===== src/rtl/mac_accum_seq_if.sv =====
// Port bundle for mac_accum_seq: command, operand stream, external MAC link and result.
// Handshakes (operand and result): a transfer happens at a rising edge where valid and
// ready are both high; the source holds data and valid stable until that edge, and
// valid never waits on ready.
interface mac_accum_seq_if #(
   parameter int N_SIG   = 23,
   parameter int N_EXP   = 8,
   parameter int N_LEN_W = 16
);
   localparam int N_DATA = N_EXP + N_SIG + 1;

   logic               start;
   logic [N_LEN_W-1:0] len;
   logic [2:0]         rnd;

   logic               in_valid;
   logic               in_ready;
   logic [N_DATA-1:0]  in_a;
   logic [N_DATA-1:0]  in_b;

   logic [N_DATA-1:0]  mac_a;
   logic [N_DATA-1:0]  mac_b;
   logic [N_DATA-1:0]  mac_c;
   logic [2:0]         mac_rnd;
   logic [N_DATA-1:0]  mac_z;
   logic [7:0]         mac_status;

   logic               out_valid;
   logic               out_ready;
   logic [N_DATA-1:0]  out_data;
   logic [7:0]         out_status;
   logic               busy;

   modport master (
      output start, len, rnd,
      output in_valid, in_a, in_b,
      output mac_z, mac_status,
      output out_ready,
      input  in_ready,
      input  mac_a, mac_b, mac_c, mac_rnd,
      input  out_valid, out_data, out_status, busy
   );

   modport slave (
      input  start, len, rnd,
      input  in_valid, in_a, in_b,
      input  mac_z, mac_status,
      input  out_ready,
      output in_ready,
      output mac_a, mac_b, mac_c, mac_rnd,
      output out_valid, out_data, out_status, busy
   );
endinterface


===== src/rtl/mac_accum_seq.sv =====
// Dot-product sequencer around an external combinational FP32 fused multiply-add:
// streams operand pairs into the MAC with the running sum on the addend, one pair per cycle.
module mac_accum_seq #(
   parameter int N_SIG   = 23,
   parameter int N_EXP   = 8,
   parameter int N_LEN_W = 16
) (
   input  logic                 clk,
   input  logic                 rst,
   mac_accum_seq_if.slave       bus,
   output logic [1:0]           o_dbg_state
);
   localparam int N_DATA = N_EXP + N_SIG + 1;
   localparam logic [N_LEN_W-1:0] CNT_ONE = {{(N_LEN_W-1){1'b0}}, 1'b1};

   typedef enum logic [1:0] {
      ST_IDLE = 2'd0,
      ST_RUN  = 2'd1,
      ST_DONE = 2'd2
   } state_t;

   state_t             r_state;
   state_t             w_state_nxt;

   logic [N_DATA-1:0]  r_acc;
   logic [N_DATA-1:0]  r_op_a;
   logic [N_DATA-1:0]  r_op_b;
   logic               r_op_vld;
   logic [N_LEN_W-1:0] r_cnt;
   logic [2:0]         r_rnd_q;
   logic [7:1]         r_sticky;
   logic               r_last_zero;

   logic               w_cnt_zero;
   logic               w_accept;

   assign w_cnt_zero = (r_cnt == '0);
   assign w_accept   = (r_state == ST_RUN) && bus.in_valid && !w_cnt_zero;

   // MAC operands come straight from registers so the MAC sees a full cycle.
   assign bus.mac_a   = r_op_a;
   assign bus.mac_b   = r_op_b;
   assign bus.mac_c   = r_acc;
   assign bus.mac_rnd = r_rnd_q;

   // Zero flag tracks only the final sum; the other flags accumulate over the run.
   assign bus.out_data   = r_acc;
   assign bus.out_status = {r_sticky, r_last_zero};

   assign o_dbg_state = r_state;

   always_ff @(posedge clk or posedge rst) begin
      if (rst) begin
         r_state <= ST_IDLE;
      end else begin
         r_state <= w_state_nxt;
      end
   end

   always_comb begin
      w_state_nxt = r_state;
      case (r_state)
         ST_IDLE: begin
            if (bus.start) begin
               w_state_nxt = (bus.len != '0) ? ST_RUN : ST_DONE;
            end
         end
         ST_RUN: begin
            if (r_op_vld && w_cnt_zero && !w_accept) begin
               w_state_nxt = ST_DONE;
            end
         end
         ST_DONE: begin
            if (bus.out_ready) begin
               w_state_nxt = ST_IDLE;
            end
         end
         default: w_state_nxt = ST_IDLE;
      endcase
   end

   always_comb begin
      bus.in_ready  = 1'b0;
      bus.out_valid = 1'b0;
      bus.busy      = 1'b1;
      case (r_state)
         ST_IDLE: bus.busy      = 1'b0;
         ST_RUN:  bus.in_ready  = !w_cnt_zero;
         ST_DONE: bus.out_valid = 1'b1;
         default: bus.busy      = 1'b0;
      endcase
   end

   always_ff @(posedge clk or posedge rst) begin
      if (rst) begin
         r_acc       <= '0;
         r_op_a      <= '0;
         r_op_b      <= '0;
         r_op_vld    <= 1'b0;
         r_cnt       <= '0;
         r_rnd_q     <= '0;
         r_sticky    <= '0;
         r_last_zero <= 1'b0;
      end else begin
         case (r_state)
            ST_IDLE: begin
               if (bus.start) begin
                  r_acc       <= '0;
                  r_op_a      <= '0;
                  r_op_b      <= '0;
                  r_op_vld    <= 1'b0;
                  r_cnt       <= bus.len;
                  r_rnd_q     <= bus.rnd;
                  r_sticky    <= '0;
                  // An empty run reports an exact zero sum.
                  r_last_zero <= (bus.len == '0);
               end
            end
            ST_RUN: begin
               if (w_accept) begin
                  r_op_a   <= bus.in_a;
                  r_op_b   <= bus.in_b;
                  r_op_vld <= 1'b1;
                  r_cnt    <= r_cnt - CNT_ONE;
               end else begin
                  r_op_vld <= 1'b0;
               end
               if (r_op_vld) begin
                  r_acc       <= bus.mac_z;
                  r_sticky    <= r_sticky | bus.mac_status[7:1];
                  r_last_zero <= bus.mac_status[0];
               end
            end
            default: begin
            end
         endcase
      end
   end
endmodule


===== src/flat_wrapper.sv =====
// flat-port wrapper written by rule: the top's interface ports become plain ports
module mac_accum_seq_flat 
#(
   parameter int N_SIG   = 23,
   parameter int N_EXP   = 8,
   parameter int N_LEN_W = 16
)
  (clk, rst, o_dbg_state, bus_start, bus_len, bus_rnd, bus_in_valid, bus_in_a, bus_in_b, bus_mac_z, bus_mac_status, bus_out_ready, bus_in_ready, bus_mac_a, bus_mac_b, bus_mac_c, bus_mac_rnd, bus_out_valid, bus_out_data, bus_out_status, bus_busy);
  mac_accum_seq_if #(.N_SIG(N_SIG), .N_EXP(N_EXP), .N_LEN_W(N_LEN_W)) bus_i ();
  input  logic clk;
  input  logic rst;
  output logic [1:0] o_dbg_state;
  input wire logic [$bits(bus_i.start)-1:0] bus_start;
  input wire logic [$bits(bus_i.len)-1:0] bus_len;
  input wire logic [$bits(bus_i.rnd)-1:0] bus_rnd;
  input wire logic [$bits(bus_i.in_valid)-1:0] bus_in_valid;
  input wire logic [$bits(bus_i.in_a)-1:0] bus_in_a;
  input wire logic [$bits(bus_i.in_b)-1:0] bus_in_b;
  input wire logic [$bits(bus_i.mac_z)-1:0] bus_mac_z;
  input wire logic [$bits(bus_i.mac_status)-1:0] bus_mac_status;
  input wire logic [$bits(bus_i.out_ready)-1:0] bus_out_ready;
  output wire logic [$bits(bus_i.in_ready)-1:0] bus_in_ready;
  output wire logic [$bits(bus_i.mac_a)-1:0] bus_mac_a;
  output wire logic [$bits(bus_i.mac_b)-1:0] bus_mac_b;
  output wire logic [$bits(bus_i.mac_c)-1:0] bus_mac_c;
  output wire logic [$bits(bus_i.mac_rnd)-1:0] bus_mac_rnd;
  output wire logic [$bits(bus_i.out_valid)-1:0] bus_out_valid;
  output wire logic [$bits(bus_i.out_data)-1:0] bus_out_data;
  output wire logic [$bits(bus_i.out_status)-1:0] bus_out_status;
  output wire logic [$bits(bus_i.busy)-1:0] bus_busy;
  assign bus_i.start = bus_start;
  assign bus_i.len = bus_len;
  assign bus_i.rnd = bus_rnd;
  assign bus_i.in_valid = bus_in_valid;
  assign bus_i.in_a = bus_in_a;
  assign bus_i.in_b = bus_in_b;
  assign bus_i.mac_z = bus_mac_z;
  assign bus_i.mac_status = bus_mac_status;
  assign bus_i.out_ready = bus_out_ready;
  assign bus_in_ready = bus_i.in_ready;
  assign bus_mac_a = bus_i.mac_a;
  assign bus_mac_b = bus_i.mac_b;
  assign bus_mac_c = bus_i.mac_c;
  assign bus_mac_rnd = bus_i.mac_rnd;
  assign bus_out_valid = bus_i.out_valid;
  assign bus_out_data = bus_i.out_data;
  assign bus_out_status = bus_i.out_status;
  assign bus_busy = bus_i.busy;
  mac_accum_seq #(.N_SIG(N_SIG), .N_EXP(N_EXP), .N_LEN_W(N_LEN_W)) u_core (.clk(clk), .rst(rst), .bus(bus_i), .o_dbg_state(o_dbg_state));
endmodule

===== config.mk =====
export PLATFORM = sky130hd
export DESIGN_NAME = mac_accum_seq_flat
export DESIGN_NICKNAME = d
export VERILOG_FILES = /design/src/rtl/mac_accum_seq_if.sv /design/src/rtl/mac_accum_seq.sv /design/src/flat_wrapper.sv
export SDC_FILE = /design/constraint.sdc
export NUM_CORES = 1
export LEC_CHECK = 0
export ABC_AREA = 0
export BUFFER_PORTS_ARGS = -buffer_cell sky130_fd_sc_hd__buf_2
export CORE_ASPECT_RATIO = 1.1
export CORE_MARGIN = 2
export CORE_UTILIZATION = 50
export DETAILED_ROUTE_END_ITERATION = 8
export GPL_ROUTABILITY_DRIVEN = 0
export PLACE_DENSITY_LB_ADDON = 0.1
export SYNTH_ARGS = -nofsm -noshare
export SYNTH_HDL_FRONTEND = slang
export SYNTH_SLANG_ARGS = --single-unit
export TNS_END_PERCENT = 100

===== constraint.sdc =====
create_clock -name clk -period 11.6 [get_ports clk]
set_clock_uncertainty 0.1 [all_clocks]
set_input_delay 1.74 -clock clk [delete_from_list [all_inputs] [get_ports clk]]
set_output_delay 1.74 -clock clk [all_outputs]
set_load 0.01 [all_outputs]

; ---- Word level (Yosys, flattened, before mapping)
; Index checks and enable logic that the tools add are counted.
[totals]
in_bits = 128
wordCells = 62
register_bits = 126
out_inout_bits = 144
[op_classes]
n_eq_ne = 7
mux = 27
addsub = 1
bitwise_logic = 1
n_reduce_logical = 17
[ops]
columns = operator, n
row1 = $pmux W32 S2, 3
row2 = $mux W32, 4
row3 = $logic_not A16 Y1, 2
row4 = $mux W16, 2
row5 = $pmux W16 S2, 1
row6 = $reduce_bool A16 Y1, 1
row7 = $sub A16 B1 Y16 const B, 1
row8 = $mux W7, 2
row9 = $pmux W7 S2, 1
row10 = $reduce_and A3 Y1, 3
row11 = $mux W2, 4
row12 = $mux W1, 7
row13 = $or A7 B7 Y7, 1
row14 = $ne A2 B2 Y1 const B, 3
row15 = $pmux W2 S3, 1
row16 = $logic_and A1 B1 Y1, 4
row17 = $ne A2 B1 Y1 const B, 2
row18 = $pmux W1 S2, 2
row19 = $reduce_and A2 Y1, 2
row20 = $eq A2 B1 Y1 const B, 1
row21 = $eq A2 B2 Y1 const B, 1
row22 = $logic_not A1 Y1, 2
row23 = $logic_not A2 Y1, 1
row24 = $reduce_bool A2 Y1, 1
row25 = $reduce_or A2 Y1, 1

; ---- Longest topological paths before layout
; Gate-level depths: netlist of run 1.
[logic_depth]
ltp_word = 7
mapped_depth = 11
depth_no_buf = 7

; ---- Least setup slack after synthesis of run 1
; Ideal clock, no wire load.
[synth_timing]
kind = register to output
from = register u_core.r_cnt[6]
to = output bus_in_ready
stages_incl_launch_ff = 4
path_buffers = 0
arrival_time_ns = 1.368
path_slack_ns = 8.392
t_required_ns = 9.760
cell_sequence = dfrtp_1 > or4_4 > nand4b_4 > and2_1
[synth_via]
elab_chain_cells = 3
[synth_rtl]
columns = element, line_no
row1 = from (decl), mac_accum_seq.sv:29  ; logic [N_LEN_W-1:0] r_cnt;
row2 = from (signal assigned), mac_accum_seq.sv:112  ; r_cnt <= bus.len;
row3 = from (signal assigned), mac_accum_seq.sv:124  ; r_cnt <= r_cnt - CNT_ONE;
row4 = $logic_not A16 Y1, mac_accum_seq.sv:37  ; assign w_cnt_zero = (r_cnt == '0);
row5 = $logic_not A1 Y1, mac_accum_seq.sv:88  ; ST_RUN: bus.in_ready = !w_cnt_zero;
row6 = $mux W1, mac_accum_seq.sv:86  ; case (r_state)
row7 = to (decl), flat_wrapper.sv:22  ; output wire logic [$bits(bus_i.in_ready)-1:0] bus_in_ready;
; No other way between the ends.

; ---- Final worst setup path of run 1
[layout_timing]
from = register u_core.r_cnt[0]
to = output bus_in_ready
; Same word-level chain as after synthesis.

==> results of run 1 <==
[metal layers]
layer  vias to the layer above  share of wire
met5                         -              0
met2                       214           0.51
met1                      2354           0.39
met3                        23          0.078
li1                       2364              -
met4                         0          0.019
[placed cells by master (no fill, tap or decap), types with 5 or more instances in the layout]
cell / synthesis / final
a22o_1: 32 / 32
nand3_1: 66 / 65
clkbuf_16: 0 / 17
nor3_1: 7 / 7
nor2_1: 14 / 14
inv_1: 8 / 7
nor4_1: 5 / 5
nand2_1: 142 / 142
dfrtp_1: 126 / 126
a21oi_1: 24 / 24
o21ai_0: 9 / 9
inv_6: 0 / 6
buf_2: 12 / 271
[worst max-delay path by stage]
| stage | startpoint | endpoint | slack, ns | cells after the start |
|---|---|---|---|---|
| global placement | bus_start | u_core.r_cnt[9] | 7.87 | 7 |
| finish | u_core.r_cnt[0] | bus_in_ready | 7.64 | 6 |
| CTS | u_core.r_cnt[0] | bus_in_ready | 7.63 | 6 |
| global route | u_core.r_cnt[0] | bus_in_ready | 7.50 | 6 |
| floorplan | rst | u_core.bus.mac_a[0] | 6.40 | 1 |
| detailed placement | bus_start | u_core.r_cnt[9] | 7.82 | 7 |
[power by group]
part	switching [mW]	leakage, nW	total, mW	internal [mW]
registers	0.129	1.63	0.751	0.623
logic	0.495	2.26	0.826	0.330
clock network	0.206	0.305	0.576	0.370
total	0.830	4.19	2.15	1.32
[worst min-delay path, delay by kind of cell (launching register included)]
family             cells  cell delay [ns]
DFF                    1             0.34
AOI/OAI and AO/OA      1             0.06
and+or+nand+nor        1             0.04
[cell type report]
class	instances	area [um2]
clock buffers	18	439
clock inverters	14	204
fillers	886	3520
inverters	9	36.3
multi-input cells	362	1990
flip-flops and latches	126	3150
well taps	147	184
repair buffers	274	1380
[sequential cells by signal, summed over array words and instances (netlist names)]
signal	flops
u_core.bus.mac_a	32
u_core.r_sticky	7
u_core.o_dbg_state	2
u_core.bus.mac_b	32
u_core.r_op_vld	1
u_core.r_cnt	16
u_core.r_last_zero	1
u_core.bus.mac_rnd	3
u_core.bus.mac_c	32
[stage by stage]
stage | area [um2] | utilization | hold WS (ns) | std cells
finish | 7390 | 0.677 | 0.375 | 950
global route | 7390 | 0.677 | 0.407 | 950
CTS | 7390 | 0.677 | 0.380 | 950
detailed placement | 6740 | 0.618 | 0.366 | 918
global placement | 6740 | 0.618 | 0.361 | 918
floorplan | 5610 | - | 0.351 | 566
[kinds of logic after synthesis]
| family | after synthesis |
|---|---|
| AND/OR/NAND/NOR | 263 |
| flip-flops | 126 |
| AO/OA/AOI/OAI | 88 |
| buffers and inverters | 78 |
| multiplexers | 6 |
| adder cells (fa/ha/maj) | 4 |
| XOR/XNOR | 1 |
==> flow_summary_export.csv, run 1 <==
group,metric,value,unit
finish,nets,922,
pwr,ir_drop,135,uV
global_routing,grt_usage,0.250,
yosys,syn-num-nets,698,
timing,post-route-min-period,3.96,ns
timing,rsz0062_at_grt,"false",
timing,setup_violations,0,
worst_setup_path,cp-start-kind,"register",
yosys,synth_compound_area_frac,0.113,
yosys,synth-simple-area-share,0.220,
worst_setup_path,path_delay_family,"simple AND/OR/NAND/NOR gates",
detailed_routing,routed_wl,15200,um
clock_network,clk-insertion-delay-late,0.41,ns
die,die_w,105,um
global_routing,grt.busiest_layer,"met2",
worst_setup_path,r2r_cells,6,
yosys,ys_types,55,
die,die_height,115,um
yosys,syn_inst,566,
worst_setup_path,r2r-start,"u_core.o_dbg_state[1]",
global_routing,grt_max_degree,87,
worst_setup_path,arrival,2.12,ns
worst_setup_path,end_kind,"output port",
global_routing,use_met1,0.313,
detailed_routing,drtPass1Iterations,5,
placed_design,place_ws,7.82,ns
clock_network,numCtsBuffers,17,
yosys,synth_mux_area_frac,0.0114,
detailed_routing,num_vias,4955,
timing,setup_tns,0,ns
yosys,netlist.area_leader.share,0.563,
global_routing,met3_usage,0.0675,
clock_network,ctsResizeCount,0,
timing,worst_slack,7.64,ns
yosys,synthTopCellsByCount,"nand2_1, dfrtp_1, nand3_1, buf_4, a22o_1",
timing,finalHoldViolCount,0,
flow_run,cap_violations,0,
global_routing,grt-ovfl-total,0,
detailed_routing,drc_errors,0,
finish,drive_gt1_frac,0.406,
yosys,yosysTopAreaCell,"dfrtp_1",
global_routing,met2_usage,0.420,
die,start_util,0.514,
timing,clock.fmax,253,MHz
yosys,synth-edff-count,0,
worst_setup_path,path_class,"register to output port",
timing,post-route-period-util,0.341,
detailed_routing,avgViaCountPerCell,5.22,
run_status,status,"finished clean",
detailed_routing,drtIter0Drc,357,
yosys,synth-async-reset-ratio,1.00,
clock_network,cts_sinks,126,
yosys,synth-main-ff-cell,"dfrtp_1",
timing,drv_slew,0,
detailed_routing,routedWlPerCell,16.0,um
finish,antenna_cells,0,
yosys,syn_area,5610,um2
worst_hold_path,hold_end,"u_core.r_last_zero",
timing,slew_headroom,0.226,
pwr,power_density,292,nW/um2
yosys,synth.most_common_cell,"nand2_1",
global_routing,grt_pass1_vias,4787,
detailed_routing,ant_nets,0,
timing,tightest_slew,1.16,ns
yosys,ys_seq_area_frac,0.563,
worst_setup_path,rrSetupSlack,8.34,ns
clock_network,post-cts-setup-buffer-count,0,
worst_setup_path,path_max_fanout,6,
yosys,syn_area_per_cell,9.90,um2
global_routing,antenna_found_initial,0,
clock_network,cts_hold_buf,0,
worst_setup_path,slowest_delay,0.40,ns
worst_setup_path,r2r-end,"u_core.bus.mac_c[29]",
global_routing,grt_pass1_wl,24000,um
clock_network,root_buffer,"clkbuf_16",
pwr,fin_total_pwr,2.15,mW
yosys,ys_seq_elements,126,
yosys,ys_top_cells_by_area,"dfrtp_1, nand2_1, nand3_1",
worst_setup_path,cp_slowest_cell,"dfrtp_1",
worst_hold_path,hold_depth,2,
worst_hold_path,holdCritPathClass,"register to register",
yosys,synthAdderAreaFrac,0.00893,
die,die_area,12100,um2
die,num_io_pins,272,
worst_setup_path,worstPathRequired,9.76,ns
clock_network,cts_tree,"done",
clock_network,path_clk_slew,0.06,ns
die,std_cell_rows,40,
pwr,leakage,4.19,nW
worst_setup_path,crit_path_cell_trace,"inv_1 > ha_1 > nor4b_2 > nand4b_4 > and2_1 > buf_2",
placed_design,portBuffers,271,
clock_network,cts_buffer_depth,2,
finish,syn_to_final_growth,31.8,%
worst_setup_path,critPathBufInv,2,
yosys,synthXorXnorAreaFrac,0.00156,
clock_network,ctsHtreeMaxLevel,4,
die,coreArea,10900,um2
yosys,ys_warn_count,0,
worst_hold_path,hold_start,"u_core.r_last_zero",
placed_design,hpwl,10600,um
yosys,synth_top_family_by_area,"simple AND/OR/NAND/NOR gates",
Power figures use the tool's default switching activity.
==> inputs of run 2 (changes only) <==
--- a/config.mk
+++ b/config.mk
@@ -9,7 +9,7 @@
 export BUFFER_PORTS_ARGS = -buffer_cell sky130_fd_sc_hd__buf_2
 export CORE_ASPECT_RATIO = 1.1
 export CORE_MARGIN = 2
-export CORE_UTILIZATION = 50
+export CORE_UTILIZATION = 42
 export DETAILED_ROUTE_END_ITERATION = 8
 export GPL_ROUTABILITY_DRIVEN = 0
 export PLACE_DENSITY_LB_ADDON = 0.1
==> constraint.sdc (replaced) <==
create_clock -name clk -period 3.6 [get_ports clk]
set_clock_uncertainty 0.1 [all_clocks]
set_input_delay 0.54 -clock clk [delete_from_list [all_inputs] [get_ports clk]]
set_output_delay 0.54 -clock clk [all_outputs]
set_load 0.01 [all_outputs]
==> flow_summary_export.csv, run 2 (synthesis results as in run 1) <==
group,metric,value,unit
run_status,status,"finished clean",
global_routing,grt_pass1_vias,4988,
detailed_routing,routed_wl,15700,um
finish,fillers,1220,
worst_setup_path,arrival,2.05,ns
pwr,fin_total_pwr,6.92,mW
timing,slew_headroom,0.222,
timing,setup_tns,0,ns
worst_setup_path,critPathBufInv,2,
finish,finalNonFillerCells,969,
global_routing,grt_pass1_wl,25100,um
die,coreArea,13100,um2
pwr,power_density,927,nW/um2
timing,post-route-period-util,0.748,
global_routing,grt_max_degree,51,
finish,layout_commonest_cell,"buf_2",
global_routing,grt-ovfl-total,0,
worst_setup_path,path_max_fanout,6,
detailed_routing,num_vias,4997,
detailed_routing,routedWlPerCell,16.2,um
worst_setup_path,path_delay_family,"simple AND/OR/NAND/NOR gates",
pwr,ir_drop,387,uV
clock_network,ctsHtreeMaxLevel,4,
timing,worst_slack,0.906,ns
detailed_routing,drtPass1Iterations,4,
clock_network,clk-insertion-delay-late,0.41,ns
detailed_routing,drtIter0Drc,300,
clock_network,ctsResizeCount,0,
timing,setup_violations,0,
detailed_routing,avgViaCountPerCell,5.16,
die,die_w,114,um
timing,tightest_slew,1.17,ns
detailed_routing,drc_errors,0,
worst_hold_path,holdCritPathClass,"input port to register",
timing,finalHoldViolCount,0,
clock_network,root_buffer,"clkbuf_16",
worst_setup_path,cp-start-kind,"register",
global_routing,antenna_found_initial,0,
worst_setup_path,crit_path_cell_trace,"inv_1 > ha_1 > nor4b_2 > nand4b_4 > and2_1 > buf_2",
clock_network,cts_hold_buf,0,
timing,drv_slew,0,
worst_setup_path,path_class,"register to output port",
placed_design,hpwl,11500,um
finish,syn_to_final_growth,33.3,%
global_routing,grt_usage,0.224,
finish,nets,927,
detailed_routing,ant_nets,0,
clock_network,numCtsBuffers,17,
worst_setup_path,worstPathRequired,2.96,ns
clock_network,cts_sinks,126,
finish,layout_common_cells,"buf_2, nand2_1, dfrtp_1, nand3_1, a22o_1",
die,die_area,14300,um2
die,num_io_pins,272,
timing,rsz0062_at_grt,"false",
clock_network,path_clk_slew,0.06,ns
die,start_util,0.428,
worst_setup_path,cp_slowest_cell,"dfrtp_1",
die,die_height,125,um
worst_setup_path,end_kind,"output port",
placed_design,place_ws,0.953,ns
finish,antenna_cells,0,
placed_design,dp.cells,937,
worst_setup_path,slowest_delay,0.38,ns
clock_network,cts_buffer_depth,2,
pwr,leakage,4.22,nW
flow_run,cap_violations,0,
clock_network,post-cts-setup-buffer-count,0,
die,std_cell_rows,44,
clock_network,cts_tree,"done",
placed_design,portBuffers,271,
finish,drive_gt1_frac,0.410,
timing,post-route-min-period,2.69,ns
timing,clock.fmax,371,MHz
[run 2: layer usage]
layer,track usage,wire length [um],vias to the layer above
met1,0.264,6350,2375
met2,0.375,7730,217
met4,0.0904,345,0
li1,-,-,2378
met3,0.0737,1270,27
met5,0,0,-
[run 2: path summary, 6_finish.rpt]
check | startpoint | end | slack, ns | cells after the start
setup / recovery | u_core.r_cnt[0] | bus_in_ready | 0.91 | 6
hold / removal | bus_in_b[19] | u_core.bus.mac_b[19] | 0.22 | 3
setup reg to reg | u_core.o_dbg_state[1] | u_core.bus.mac_c[22] | 0.92 | 7
hold reg to reg | u_core.r_sticky[3] | u_core.r_sticky[3] | 0.39 | 2
max in group asynchronous | rst | u_core.bus.mac_b[10] | 2.35 | 3
min in group asynchronous | rst | u_core.bus.mac_a[7] | 0.30 | 2
[run 2: area by class of cell]
type	count	area, um2	share of cell area
flip-flops and latches	126	3150	0.422
multi-input cells	362	1990	0.267
repair buffers	279	1450	0.195
clock buffers	18	439	0.0588
well taps	161	201	0.0270
clock inverters	14	193	0.0258
inverters	9	37.5	0.00503
[run 2: report_power, final]
group	switching [mW]	total, mW	internal [mW]
sequential	0.422	2.43	2.01
combinational	1.60	2.69	1.09
clock	0.628	1.80	1.18
[run 2: stage by stage]
step / hold slack (ns) / instance area (um2) / utilization
finish: 0.218 / 7470 / 0.570
global placement: 0.361 / 6840 / 0.522
global route: 0.203 / 7470 / 0.570
detailed placement: 0.378 / 6840 / 0.522
floorplan: 0.351 / 5610 / -
CTS: 0.194 / 7470 / 0.570
[run 2: worst min-delay path, stage by stage]
cell	delay [ns]
buf_2	0.08
nand2_1	0.04
nand2_1	0.04
==> inputs of run 3 (changes only) <==
--- a/config.mk
+++ b/config.mk
@@ -9,7 +9,7 @@
 export BUFFER_PORTS_ARGS = -buffer_cell sky130_fd_sc_hd__buf_2
 export CORE_ASPECT_RATIO = 1.1
 export CORE_MARGIN = 2
-export CORE_UTILIZATION = 42
+export CORE_UTILIZATION = 46
 export DETAILED_ROUTE_END_ITERATION = 8
 export GPL_ROUTABILITY_DRIVEN = 0
 export PLACE_DENSITY_LB_ADDON = 0.1
==> constraint.sdc (replaced) <==
create_clock -name clk -period 2.5 [get_ports clk]
set_clock_uncertainty 0.1 [all_clocks]
set_input_delay 0.375 -clock clk [delete_from_list [all_inputs] [get_ports clk]]
set_output_delay 0.375 -clock clk [all_outputs]
set_load 0.01 [all_outputs]
==> flow_summary_export.csv, run 3 (synthesis results as in run 1) <==
group,metric,value,unit
run_status,status,"finished clean",
worst_setup_path,arrival,1.95,ns
clock_network,ctsHtreeMaxLevel,4,
timing,drv_slew,0,
finish,layout_commonest_cell,"buf_2",
timing,finalHoldViolCount,0,
die,die_w,109,um
worst_setup_path,path_class,"register to output port",
timing,clock.fmax,412,MHz
finish,nets,936,
timing,rsz0062_at_grt,"false",
placed_design,place_ws,0.153,ns
worst_setup_path,cp-start-kind,"register",
pwr,power_density,1330,nW/um2
global_routing,grt_pass1_wl,24400,um
global_routing,grt_usage,0.242,
pwr,leakage,4.30,nW
detailed_routing,num_vias,5079,
finish,fin_util,0.633,
clock_network,clk-insertion-delay-late,0.41,ns
detailed_routing,drtPass1Iterations,5,
clock_network,path_clk_slew,0.05,ns
worst_setup_path,path_delay_family,"simple AND/OR/NAND/NOR gates",
timing,setup_violations,0,
pwr,ir_drop,729,uV
clock_network,root_buffer,"clkbuf_16",
clock_network,cts_sinks,126,
pwr,seqPwrFrac,0.347,
global_routing,grt_pass1_vias,5006,
timing,setup_tns,0,ns
finish,syn_to_final_growth,35.2,%
timing,post-route-period-util,0.971,
timing,worst_slack,0.0732,ns
global_routing,antenna_found_initial,0,
timing,tightest_slew,1.19,ns
timing,slew_headroom,0.205,
detailed_routing,avgViaCountPerCell,5.24,
die,die_area,13100,um2
detailed_routing,drc_errors,0,
worst_setup_path,end_kind,"output port",
placed_design,portBuffers,271,
detailed_routing,routed_wl,15600,um
die,coreArea,12000,um2
global_routing,grt-ovfl-total,0,
global_routing,grt_max_degree,56,
worst_setup_path,cp_slowest_cell,"or4_4",
worst_setup_path,slowest_delay,0.57,ns
finish,antenna_cells,0,
clock_network,cts_tree,"done",
clock_network,numCtsBuffers,17,
die,num_io_pins,272,
pwr,intPower,6.32,mW
clock_network,cts_buffer_depth,2,
detailed_routing,drtIter0Drc,260,
pwr,clkPwrFrac,0.255,
finish,drive_gt1_frac,0.413,
worst_setup_path,path_max_fanout,6,
worst_setup_path,crit_path_cell_trace,"or4_4 > nand4b_4 > and2_4 > buf_2",
die,die_height,120,um
finish,layout_common_cells,"buf_2, nand2_1, dfrtp_1, nand3_1, a22o_1",
timing,post-route-min-period,2.43,ns
pwr,share_comb_of_total_power,0.397,
die,std_cell_rows,42,
finish,design_area,7580,um2
die,start_util,0.468,
flow_run,cap_violations,0,
detailed_routing,routedWlPerCell,16.1,um
placed_design,hpwl,11300,um
detailed_routing,ant_nets,0,
pwr,switching_power,3.78,mW
worst_hold_path,holdCritPathClass,"input port to register",
placed_design,place_area,6910,um2
worst_setup_path,critPathBufInv,1,
worst_setup_path,worstPathRequired,2.03,ns
pwr,swShare,0.375,
run 3: cell types whose count changed in the layout (fill, tap and decap cells not counted), sizes merged:
cell         change
clkbuf           +8
dlygate4sd3      +1
clkinvlp         -3
buf              +8
clkinv           -5
bufinv           -1
run 3: final cells by class:
cell class | count | area [um2]
clock buffers | 26 | 529
clock inverters | 5 | 100
fillers | 1029 | 4400
inverters | 9 | 37.5
multi-input cells | 362 | 2010
flip-flops and latches | 126 | 3150
well taps | 154 | 193
repair buffers | 288 | 1560
run 3: worst register-to-register path, delay by kind of cell (launching register included):
kind                       cells  cell delay (ns)
adders and majority gates      1             0.30
buffers and inverters          1             0.08
DFF                            1             0.37
and+or+nand+nor                2             1.10
AOI/OAI and AO/OA              1             0.29
run 3: final timing paths:
kind	to	cells past startpoint	slack (ns)	start
max in group asynchronous	u_core.bus.mac_b[10]	4	1.19	rst
min in group asynchronous	u_core.bus.mac_c[3]	3	0.47	rst
max	bus_in_ready	4	0.07	u_core.r_cnt[6]
min reg2reg	u_core.bus.mac_a[28]	2	0.39	u_core.bus.mac_a[28]
min	u_core.bus.mac_a[23]	3	0.05	bus_in_a[23]
max reg2reg	u_core.bus.mac_c[5]	5	0.19	u_core.o_dbg_state[0]
run 3: timing repair:
item,in CTS,in global routing
buffers inserted,0,2
hold buffers,1,0
hold endpoints to repair,19,0
resized for setup,1,2
pin swaps,0,0
endpoints found under the setup margin,1,34
run 3: per-stage QoR:
step / cells / hold slack (ns) / power [mW]
6_report: 970 / 0.0519 / 10.1
5_1_grt: 970 / 0.0436 / 10.8
4_1_cts: 968 / 0.0299 / 10.2
3_5_place_dp: 936 / 0.347 / 7.54
3_3_place_gp: 936 / 0.343 / 7.40
2_1_floorplan: 566 / 0.351 / 6.17
run 3: power groups by stage:
stage	sequential, mW	combinational, mW	clock (mW)
2_1_floorplan	3.77	2.40	0
3_5_place_dp	3.52	4.02	0
6_report	3.51	4.01	2.58
5_1_grt	3.62	4.48	2.71
4_1_cts	3.51	4.04	2.63
3_3_place_gp	3.48	3.91	0
run 3: per-layer routing:
layer	wire, um	vias up	part of all wire	track usage
met5	0	-	0	0
met4	479	0	0.031	0.105
met3	1320	38	0.085	0.0771
met2	7700	233	0.49	0.412
met1	6070	2425	0.39	0.278
li1	-	2383	-	-
